==> config.mk <==
export PLATFORM = sky130hd
export DESIGN_NAME = ft_out_arbiter
export DESIGN_NICKNAME = d
export VERILOG_FILES = /design/src/rtl/ft_out_arbiter.sv
export SDC_FILE = /design/constraint.sdc
export NUM_CORES = 1
export LEC_CHECK = 0
export CAP_MARGIN = 20
export CORE_AREA = 2 2 148 150
export CTS_BUF_LIST = sky130_fd_sc_hd__clkbuf_8
export DETAILED_ROUTE_END_ITERATION = 6
export DIE_AREA = 0 0 150 152
export PLACE_DENSITY = 0.89
export SLEW_MARGIN = 5
export SYNTH_ARGS = -nofsm -noshare
export SYNTH_HDL_FRONTEND = slang
export SYNTH_SLANG_ARGS = --single-unit
==> constraint.sdc <==
create_clock -name clk -period 17.3 [get_ports clk]
set_input_delay 2.595 -clock clk [delete_from_list [all_inputs] [get_ports clk]]
set_output_delay 2.595 -clock clk [all_outputs]
set_load 0.05 [all_outputs]
==> src/rtl/ft_out_arbiter.sv <==
// Two-requester round-robin arbiter for the FT245 outgoing response path.
// A grant is held for a whole response transaction; an owner that idles too long is dropped with a timeout pulse.
module ft_out_arbiter #(
  parameter int TIMEOUT = 1024,
  parameter int TO_W    = 16
) (
  input  logic        clk,
  input  logic        rst,
  input  logic        r0_req,
  output logic        r0_gnt,
  output logic        r0_ready,
  input  logic        r0_en,
  input  logic [31:0] r0_status,
  input  logic [31:0] r0_address,
  input  logic [27:0] r0_data_count,
  input  logic [31:0] r0_data,
  input  logic        r1_req,
  output logic        r1_gnt,
  output logic        r1_ready,
  input  logic        r1_en,
  input  logic [31:0] r1_status,
  input  logic [31:0] r1_address,
  input  logic [27:0] r1_data_count,
  input  logic [31:0] r1_data,
  input  logic        oh_ready,
  output logic        oh_en,
  output logic [31:0] out_status,
  output logic [31:0] out_address,
  output logic [27:0] out_data_count,
  output logic [31:0] out_data,
  output logic        busy,
  output logic        timeout_err
);

  typedef enum logic [2:0] {IDLE, WAIT_EN, ISSUE, GAP, WAIT_OH} state_e;

  localparam logic [TO_W-1:0] TO_LAST = TO_W'(TIMEOUT - 1);

  state_e          state_q, state_d;
  logic            owner_q, owner_d;
  logic            rr_ptr_q, rr_ptr_d;
  logic            first_q, first_d;
  logic            timeout_q, timeout_d;
  logic [27:0]     beats_left_q, beats_left_d;
  logic [TO_W-1:0] to_cnt_q, to_cnt_d;
  logic [31:0]     status_q, status_d;
  logic [31:0]     address_q, address_d;
  logic [27:0]     count_q, count_d;
  logic [31:0]     data_q, data_d;

  logic            sel_req, sel_en;
  logic [31:0]     sel_status, sel_address, sel_data;
  logic [27:0]     sel_count;

  // Only the current owner's request-side signals are ever looked at.
  assign sel_req     = owner_q ? r1_req        : r0_req;
  assign sel_en      = owner_q ? r1_en         : r0_en;
  assign sel_status  = owner_q ? r1_status     : r0_status;
  assign sel_address = owner_q ? r1_address    : r0_address;
  assign sel_count   = owner_q ? r1_data_count : r0_data_count;
  assign sel_data    = owner_q ? r1_data       : r0_data;

  always_comb begin
    state_d      = state_q;
    owner_d      = owner_q;
    rr_ptr_d     = rr_ptr_q;
    first_d      = first_q;
    timeout_d    = 1'b0;
    beats_left_d = beats_left_q;
    to_cnt_d     = to_cnt_q;
    status_d     = status_q;
    address_d    = address_q;
    count_d      = count_q;
    data_d       = data_q;

    unique case (state_q)
      IDLE: begin
        if (r0_req || r1_req) begin
          owner_d = (r0_req && r1_req) ? rr_ptr_q : r1_req;
          first_d = 1'b1;
          state_d = WAIT_OH;
        end
      end
      WAIT_OH: begin
        if (oh_ready) begin
          state_d  = WAIT_EN;
          to_cnt_d = '0;
        end
      end
      WAIT_EN: begin
        if (sel_en) begin
          state_d = ISSUE;
          first_d = 1'b0;
          data_d  = sel_data;
          if (first_q) begin
            status_d     = sel_status;
            address_d    = sel_address;
            count_d      = sel_count;
            beats_left_d = (sel_status[3:0] == 4'hD) ? sel_count : 28'd0;
          end else begin
            beats_left_d = beats_left_q - 28'd1;
          end
        end else if (first_q && !sel_req) begin
          state_d  = IDLE;
          rr_ptr_d = ~owner_q;
        end else if (to_cnt_q == TO_LAST) begin
          state_d   = IDLE;
          rr_ptr_d  = ~owner_q;
          timeout_d = 1'b1;
        end else begin
          to_cnt_d = to_cnt_q + TO_W'(1);
        end
      end
      ISSUE: begin
        state_d = GAP;
      end
      GAP: begin
        // Host drops oh_ready one cycle late, so it is not sampled here.
        if (beats_left_q == 28'd0) begin
          state_d  = IDLE;
          rr_ptr_d = ~owner_q;
        end else begin
          state_d = WAIT_OH;
        end
      end
      default: begin
        state_d = IDLE;
      end
    endcase
  end

  always_ff @(posedge clk or posedge rst) begin
    if (rst) begin
      state_q      <= IDLE;
      owner_q      <= 1'b0;
      rr_ptr_q     <= 1'b0;
      first_q      <= 1'b0;
      timeout_q    <= 1'b0;
      beats_left_q <= '0;
      to_cnt_q     <= '0;
      status_q     <= '0;
      address_q    <= '0;
      count_q      <= '0;
      data_q       <= '0;
    end else begin
      state_q      <= state_d;
      owner_q      <= owner_d;
      rr_ptr_q     <= rr_ptr_d;
      first_q      <= first_d;
      timeout_q    <= timeout_d;
      beats_left_q <= beats_left_d;
      to_cnt_q     <= to_cnt_d;
      status_q     <= status_d;
      address_q    <= address_d;
      count_q      <= count_d;
      data_q       <= data_d;
    end
  end

  assign busy           = (state_q != IDLE);
  assign r0_gnt         = busy && !owner_q;
  assign r1_gnt         = busy && owner_q;
  assign r0_ready       = (state_q == WAIT_EN) && !owner_q;
  assign r1_ready       = (state_q == WAIT_EN) && owner_q;
  assign oh_en          = (state_q == ISSUE);
  assign timeout_err    = timeout_q;
  assign out_status     = status_q;
  assign out_address    = address_q;
  assign out_data_count = count_q;
  assign out_data       = data_q;

endmodule

# ---- Yosys cells after proc, flatten, opt, wreduce, memory -nomap -nowiden
# Cells that the tools add are included.
dict set report totals {
  elab_cells 84
  input_bits 255
  regBits 175
}
dict set report op_classes {
  addsub 2
  n_mux 33
  n_bitwise 1
  reduce_logical 22
  eq_ne 15
}
# cell n
set ops {}
lappend ops {{32-bit two-way mux} 3}
lappend ops {{28-bit two-way mux} 3}
lappend ops {{16-bit two-way mux} 4}
lappend ops {{16-bit one-hot mux with 2 select lines} 1}
lappend ops {{28-bit zero test} 1}
lappend ops {{28-bit by 1-bit subtractor with 28-bit output, second input constant} 1}
lappend ops {{3-bit two-way mux} 6}
lappend ops {{16-bit by 1-bit adder with 16-bit output, second input constant} 1}
lappend ops {{16-bit by 10-bit equality test with 1-bit output, second input constant} 1}
lappend ops {{3-bit one-hot mux with 5 select lines} 1}
lappend ops {{2-bit != test, second input constant} 7}
lappend ops {{1-bit two-way mux} 13}
lappend ops {{3-bit AND reduction} 3}
lappend ops {{3-bit by 2-bit equality test with 1-bit output, second input constant} 2}
lappend ops {{1-bit logical AND} 6}
lappend ops {{2-bit nonzero test} 3}
lappend ops {{5-bit AND reduction} 1}
lappend ops {{4-bit equality test, second input constant} 1}
lappend ops {{4-bit != test, second input constant} 1}
lappend ops {{1-bit one-hot mux with 2 select lines} 2}
lappend ops {{2-bit AND reduction} 2}
lappend ops {{4-bit AND reduction} 1}
lappend ops {{3-bit by 1-bit equality test with 1-bit output, second input constant} 1}
lappend ops {{3-bit equality test, second input constant} 1}
lappend ops {{other kinds (6)} 7}

# ---- Longest topological paths before layout
# Gate-level depths: netlist of the first run.
dict set report depth {
  word_depth 6
  depth_mapped 10
  depth_no_buf 7
}

# ---- Worst setup path after synthesis of the first run
# OpenSTA, ideal clock, no wires.
dict set report synth_path {
  path_type {register -> output}
  from {register owner_q}
  to {output port r1_gnt}
  path_stages_with_launch 5
  arrival_time_ns 1.855
  path_slack_ns 12.850
  required_ns 14.705
  path_cell_list {dfrtp_1 > buf_2 > clkbuf_1 > buf_1 > nor2b_1}
}
dict set report synth_via {
  elab_chain_len 1
}
# item line_no
set synth_rtl {}
lappend synth_rtl {{start, declared} 40} ;# logic owner_q, owner_d;
lappend synth_rtl {{start signal, assigned} 147} ;# owner_q <= owner_d;
lappend synth_rtl {{1-bit logical AND} 162} ;# assign r1_gnt = busy && owner_q;
lappend synth_rtl {{end, declared} 18} ;# output logic r1_gnt,
# Every way passes these cells.

# ---- Worst setup path after layout of the first run
dict set report layout_path {
  from {input port r0_en}
  to {register address_q[26] (netlist: out_address[26])}
}
dict set report layout_via {
  elab_chain_len 2
}
# item line_no
set layout_rtl {}
lappend layout_rtl {{start, declared} 12} ;# input logic r0_en,
lappend layout_rtl {{1-bit two-way mux} 57} ;# assign sel_en = owner_q ? r1_en : r0_en;
lappend layout_rtl {{3-bit AND reduction (no source line)} n/a}
lappend layout_rtl {{end signal, assigned} 154} ;# address_q <= address_d;
lappend layout_rtl {{end, declared} 47} ;# logic [31:0] address_q, address_d;
# Every way passes these cells.
# A chain may end at the register's enable or synchronous reset.

==> results of run 1 <==
[cells in the mapped netlist (all sizes together), types with 2 or more instances]
library cell  instances  area share [%]
o221ai                7            0.77
nand4                 3            0.21
clkbuf               49             2.1
and2                  3            0.21
buf                  16            0.86
a21boi                2            0.17
a31oi                 4            0.29
o32a                  5            0.57
o32ai                 6            0.77
a21oi                25             1.4
or2                   6            0.43
nand2b                3            0.21
mux2i               131              15
o22ai                 3            0.21
and3                  3            0.21
nor2                 24             1.0
a22o                  8            0.80
inv                  14            0.60
o21ai               161             9.2
nor3                 10            0.57
nor2b                 5            0.36
nand2               151             6.5
and4b                 2            0.23
nor4                  8            0.91
nand3b                2            0.17
dfrtp               175              50
or3                  17             1.3
o311ai                4            0.66
o211ai                6            0.51
or4                   8            0.73
nand3                13            0.89
ha                    2            0.29
o31ai                 3            0.26
[power by group]
| group | total (uW) | internal, uW | switching [uW] | leakage [uW] |
|---|---|---|---|---|
| sequential | 697 | 572 | 125 | 0.00225 |
| combinational | 1410 | 500 | 908 | 0.00339 |
| clock | 312 | 148 | 164 | 0.000216 |
| total | 2420 | 1220 | 1200 | 0.00586 |
[sequential cells by signal (all words and copies together) (netlist names)]
register,cells
out_data,32
rr_ptr_q,1
state_q,3
to_cnt_q,16
out_status,32
owner_q,1
out_address,32
out_data_count,28
beats_left_q,28
first_q,1
timeout_err,1
[final cells by class]
class / instances / area share [%]
clock buffers: 17 / 1.77
clock inverters: 15 / 1.51
multi-input cells: 638 / 30.8
diodes: 9 / 0.170
well taps: 280 / 2.65
inverters: 15 / 0.464
flip-flops and latches: 175 / 33.1
repair buffers: 392 / 29.5
[per-layer routing]
metal | GRT usage (%) | vias to the layer above
met1 | 28.0 | 3887
met3 | 5.77 | 50
met2 | 41.1 | 329
li1 | - | 3889
met4 | 10.7 | 0
met5 | 0 | -
[path summary, 6_finish.rpt]
path | startpoint | to | slack, ns
min in group asynchronous | rst | to_cnt_q[1]$_DFFE_PP0P_ | 2.65
worst min-delay path | out_data_count[23]$_DFFE_PP0P_ | out_data_count[23]$_DFFE_PP0P_ | 0.48
worst min register to register | out_data_count[23]$_DFFE_PP0P_ | out_data_count[23]$_DFFE_PP0P_ | 0.48
max in group asynchronous | rst | owner_q$_DFFE_PP0P_ | 12.96
worst max register to register | owner_q$_DFFE_PP0P_ | beats_left_q[27]$_DFFE_PP0P_ | 13.89
worst max-delay path | r0_en | out_address[26]$_DFFE_PP0P_ | 12.15
[critical path, cell delays in order]
cell and delay [ns]:
clkdlybuf4s50_1 0.42, mux2_2 0.32, and2_0 0.16, buf_4 0.21
nand2_4 0.59, buf_4 0.78, o21ai_0 0.26
[through the flow]
step                      setup WS (ns)  utilization, %  power (uW)
after floorplan                    9.96               -        1650
after global placement            11.79            59.8        2080
after detailed placement          11.68            59.8        2120
after CTS                         12.19            61.8        2430
after global routing              11.97            61.9        2550
final                             12.15            61.9        2420
[kinds of logic (layout without fill, tap and decap cells)]
family | after synthesis | in the layout | synth area share [%]
AOI/OAI and AO/OA | 243 | 243 | 16.6
xor gates and xnor gates | 1 | 1 | 0.100
and+or+nand+nor | 260 | 260 | 14.2
other | 0 | 9 | 0
DFF | 175 | 175 | 50.0
muxes | 132 | 132 | 15.1
buffers and inverters | 80 | 439 | 3.60
adders and majority gates | 2 | 2 | 0.286
==> impl_metrics.csv, run 1 <==
group,metric,value,unit
run_status,status,"finished clean",
final_layout,drive_gt1_share,5.03,%
die,fp.coreArea,21400,um^2
setup_path,worstPathRequired,17.58,ns
final_layout,multi_input_area,4070,um^2
cts,cts_resized,0,
logic_synthesis,syn-cell-area,8750,um^2
final_layout,final_cells,1541,
final_layout,layout_common_cells,"clkdlybuf4s50_1, dfrtp_1, o21ai_0",
cts,tritoncts,"built",
setup_path,cp_data_arrival_time,5.43,ns
cts,clkLatencyLatePin,0.45,ns
sta,worstMarginPinSlew,0.962,ns
flow_run,maxCapViolCount,0,
die,std_cell_rows,54,
sta,slew_viol_final,0,
final_layout,mostFrequentLayoutCell,"clkdlybuf4s50_1",
route,final_antenna_net_count,0,
sta,tns,0,ns
route,wl_met2,14.0,mm
setup_path,cp_max_fo,102,
route,dr_wl_met3,2.03,mm
logic_synthesis,yosys_register_bits,175,
sta,fin_crit_sh,29.8,%
cts,clk_pin_slew,0.09,ns
placement,placed_area,12800,um^2
sta,finalHoldWorstSlack,0.483,ns
cts,clockBufferDepth,2,
setup_path,end_kind,"flop",
final_layout,area_growth,51.1,%
final_layout,layout.area.seq,4380,um^2
route,drc_errors,0,
placement,io_buffers,385,
sta,min_period,5.15,ns
min_path,whs_path_depth,2,
route,routed-via-count,8155,
die,ios,386,
power_and_ir_drop,pwr_density_cell,183,nW/um^2
sta,rsz0062_at_grt,"false",
sta,finClkSkew,0.0126,ns
cts,post_cts_buffers,0,
final_layout,nets,1496,
grt,grt_pass1_wl,42.8,mm
logic_synthesis,synthFlopType,"dfrtp_1",
logic_synthesis,synth_cells,893,
grt,grt_max_degree,103,
placement,place_congestion,0.843,
placement,placed_cells,1500,
grt,antenna_found_initial,10,
sta,hold_viol,0,
sta,relSlewSlack,35.9,%
placement,hpwl,21.0,mm
die,initial_core_util,41.0,%
logic_synthesis,ys_seq_area_share,50.0,%
min_path,min_path_type,"flop to flop",
sta,finalSetupViolCount,0,
cts,cts-root-buf,"clkbuf_8",
logic_synthesis,syn_area_per_cell,9.80,um^2
route,finalWirelength,27.7,mm
power_and_ir_drop,power.leakage,0.00586,uW
route,dr.max_layer_used,"met4",
cts,cts_sinks,175,
grt,overflow,0,
grt,track_usage,23.9,%
logic_synthesis,async_flop_share,100,%
logic_synthesis,synth_cell_types,59,
sta,fmax,194,MHz
die,die_area,22800,um^2
power_and_ir_drop,ir_worst_vdd,0.0953,mV
grt,grt_pass1_vias,8103,
setup_path,start_kind,"input port",
final_layout,design_area,13200,um^2
route,viasPerCell,5.29,
cts,ctsHoldBuffers,0,
route,dr.pass1.iters,5,
setup_path,path_class,"input port to flop",
setup_path,ff2ff_path_depth,6,
logic_synthesis,synth-edff-count,0,
route,drt-met1-wl,10.7,mm
cts,cts-htree-levels,4,
logic_synthesis,synth_nets,1150,
cts,cts_made_buffers,17,
route,wl_per_cell,18.0,um
final_layout,fillCellCount,1777,
die,die_h,152,um
die,die_w,150,um
logic_synthesis,yosys_warnings,0,
route,drtIter0Drc,348,
Power figures use the tool's default switching activity.
==> run 2: changes to the inputs <==
Settings changed: CORE_AREA 2 2 148 150 to unset, CORE_ASPECT_RATIO set to 1.25, CORE_MARGIN set to 2, CORE_UTILIZATION set to 39, DIE_AREA 0 0 150 152 to unset, PLACE_DENSITY 0.89 to 0.88.
Clock period 17.3 ns to 4.63 ns, I/O delays scaled along.
==> impl_metrics.csv, run 2 (synthesis results as in run 1) <==
group,metric,value,unit
run_status,status,"finished clean",
route,drtIter0Drc,352,
cts,clockBufferDepth,2,
route,finalWirelength,27.6,mm
sta,min_period,3.23,ns
sta,finalSetupViolCount,0,
cts,clk_pin_slew,0.10,ns
cts,cts-root-buf,"clkbuf_8",
setup_path,cp_data_arrival_time,2.53,ns
route,routed-via-count,8149,
grt,track_usage,22.6,%
cts,cts-htree-levels,4,
cts,cts_made_buffers,17,
final_layout,layout_common_cells,"clkdlybuf4s50_1, dfrtp_1, o21ai_0",
sta,finClkSkew,0.0194,ns
setup_path,path_cells,"nor3b_2, nor2b_1, clkdlybuf4s50_1",
route,wl_per_cell,17.9,um
setup_path,critPathTopFamily,"buffers and inverters",
cts,tritoncts,"built",
grt,grt_max_degree,113,
route,dr.pass1.iters,6,
setup_path,slowest_stage,"clkdlybuf4s50_1",
cts,post_cts_buffers,0,
grt,grt_pass1_vias,7894,
sta,finalHoldWorstSlack,0.483,ns
sta,slew_viol_final,0,
cts,ctsHoldBuffers,0,
sta,fin_crit_sh,69.7,%
setup_path,max_stage_delay,0.82,ns
final_layout,drive_gt1_share,5.10,%
die,die_area,23700,um^2
placement,place_congestion,0.873,
die,die_w,138,um
final_layout,mostFrequentLayoutCell,"clkdlybuf4s50_1",
die,ios,386,
grt,grt_pass1_wl,42.3,mm
setup_path,path_class,"flop to primary output",
power_and_ir_drop,ir_worst_vdd,0.430,mV
setup_path,worstPathRequired,3.94,ns
flow_run,maxCapViolCount,0,
grt,antenna_found_initial,7,
die,die_h,172,um
sta,relSlewSlack,34.1,%
route,final_antenna_net_count,0,
setup_path,path_buf_inv,1,
die,fp.coreArea,22100,um^2
placement,io_buffers,385,
route,viasPerCell,5.29,
grt,overflow,0,
sta,worstMarginPinSlew,0.988,ns
cts,clkLatencyLatePin,0.46,ns
power_and_ir_drop,pwr_density_cell,682,nW/um^2
sta,rsz0062_at_grt,"false",
route,drc_errors,0,
sta,hold_viol,0,
die,initial_core_util,39.5,%
placement,hpwl,21.3,mm
setup_path,cp_max_fo,9,
setup_path,end_kind,"primary output",
final_layout,area_growth,51.4,%
setup_path,start_kind,"flop",
power_and_ir_drop,power.leakage,0.00588,uW
die,std_cell_rows,61,
sta,tns,0,ns
cts,cts_resized,0,
cts,cts_sinks,175,
sta,fmax,310,MHz
final_layout,nets,1498,
min_path,min_path_type,"flop to flop",
## run 2: cell count changes in the layout (fill, tap and decap cells not counted), moves of 2 or more
cell      change
buf_12        +3
clkinv_2      -2
diode_2       -5
inv_8         +2
## run 2: area by class of cell
type,instances,area [um^2]
fill,1864,8880
sequential,175,4380
multi-input combinational,638,4070
timing repair buffer,394,3960
tap,283,354
clock buffer,18,248
clock inverter,14,171
inverter,15,60.1
antenna,4,10.0
## run 2: metrics by stage
stage               utilization, %  power [uW]  cell area [um^2]  instances  setup WS [ns]
floorplan                        -        6170              8760        893           1.70
global placement              57.9        7810             12800       1505           1.64
detailed placement            57.9        7960             12800       1505           1.56
CTS                           59.8        9100             13200       1537           1.40
global route                  59.9        9540             13300       1540           1.25
finish                        59.9        9030             13300       1541           1.40
## run 2: worst min-delay path, delay by kind of cell, from the launching register on
kind | cells | cell delay [ns]
and+or+nand+nor | 1 | 0.04
AOI/OAI and AO/OA | 1 | 0.06
DFF | 1 | 0.35
## run 2: worst paths after layout
path	endpoint	slack, ns	start	depth (start not counted)
hold reg to reg	out_data[13]$_DFFE_PP0P_	0.48	out_data[13]$_DFFE_PP0P_	2
setup / recovery	r0_ready	1.40	state_q[1]$_DFFE_PP0P_	3
min in group asynchronous	out_address[5]$_DFFE_PP0P_	0.74	rst	3
max in group asynchronous	out_data[11]$_DFFE_PP0P_	3.19	rst	3
setup reg to reg	rr_ptr_q$_DFFE_PP0P_	1.92	beats_left_q[0]$_DFFE_PP0P_	7
hold / removal	out_data[13]$_DFFE_PP0P_	0.48	out_data[13]$_DFFE_PP0P_	2
## run 2: where the power goes
group	internal, uW	total (uW)	switching (uW)
clock network	518	1130	614
logic	1880	5300	3420
registers	2140	2600	465
## run 2: routing by layer
layer / global-route usage [%] / vias up / routed length (um)
met1: 27.3 / 3899 / 10700
met4: 7.05 / 6 / 448
met2: 39.2 / 315 / 14400
li1: - / 3897 / -
met3: 6.35 / 32 / 2040
met5: 0 / - / 38
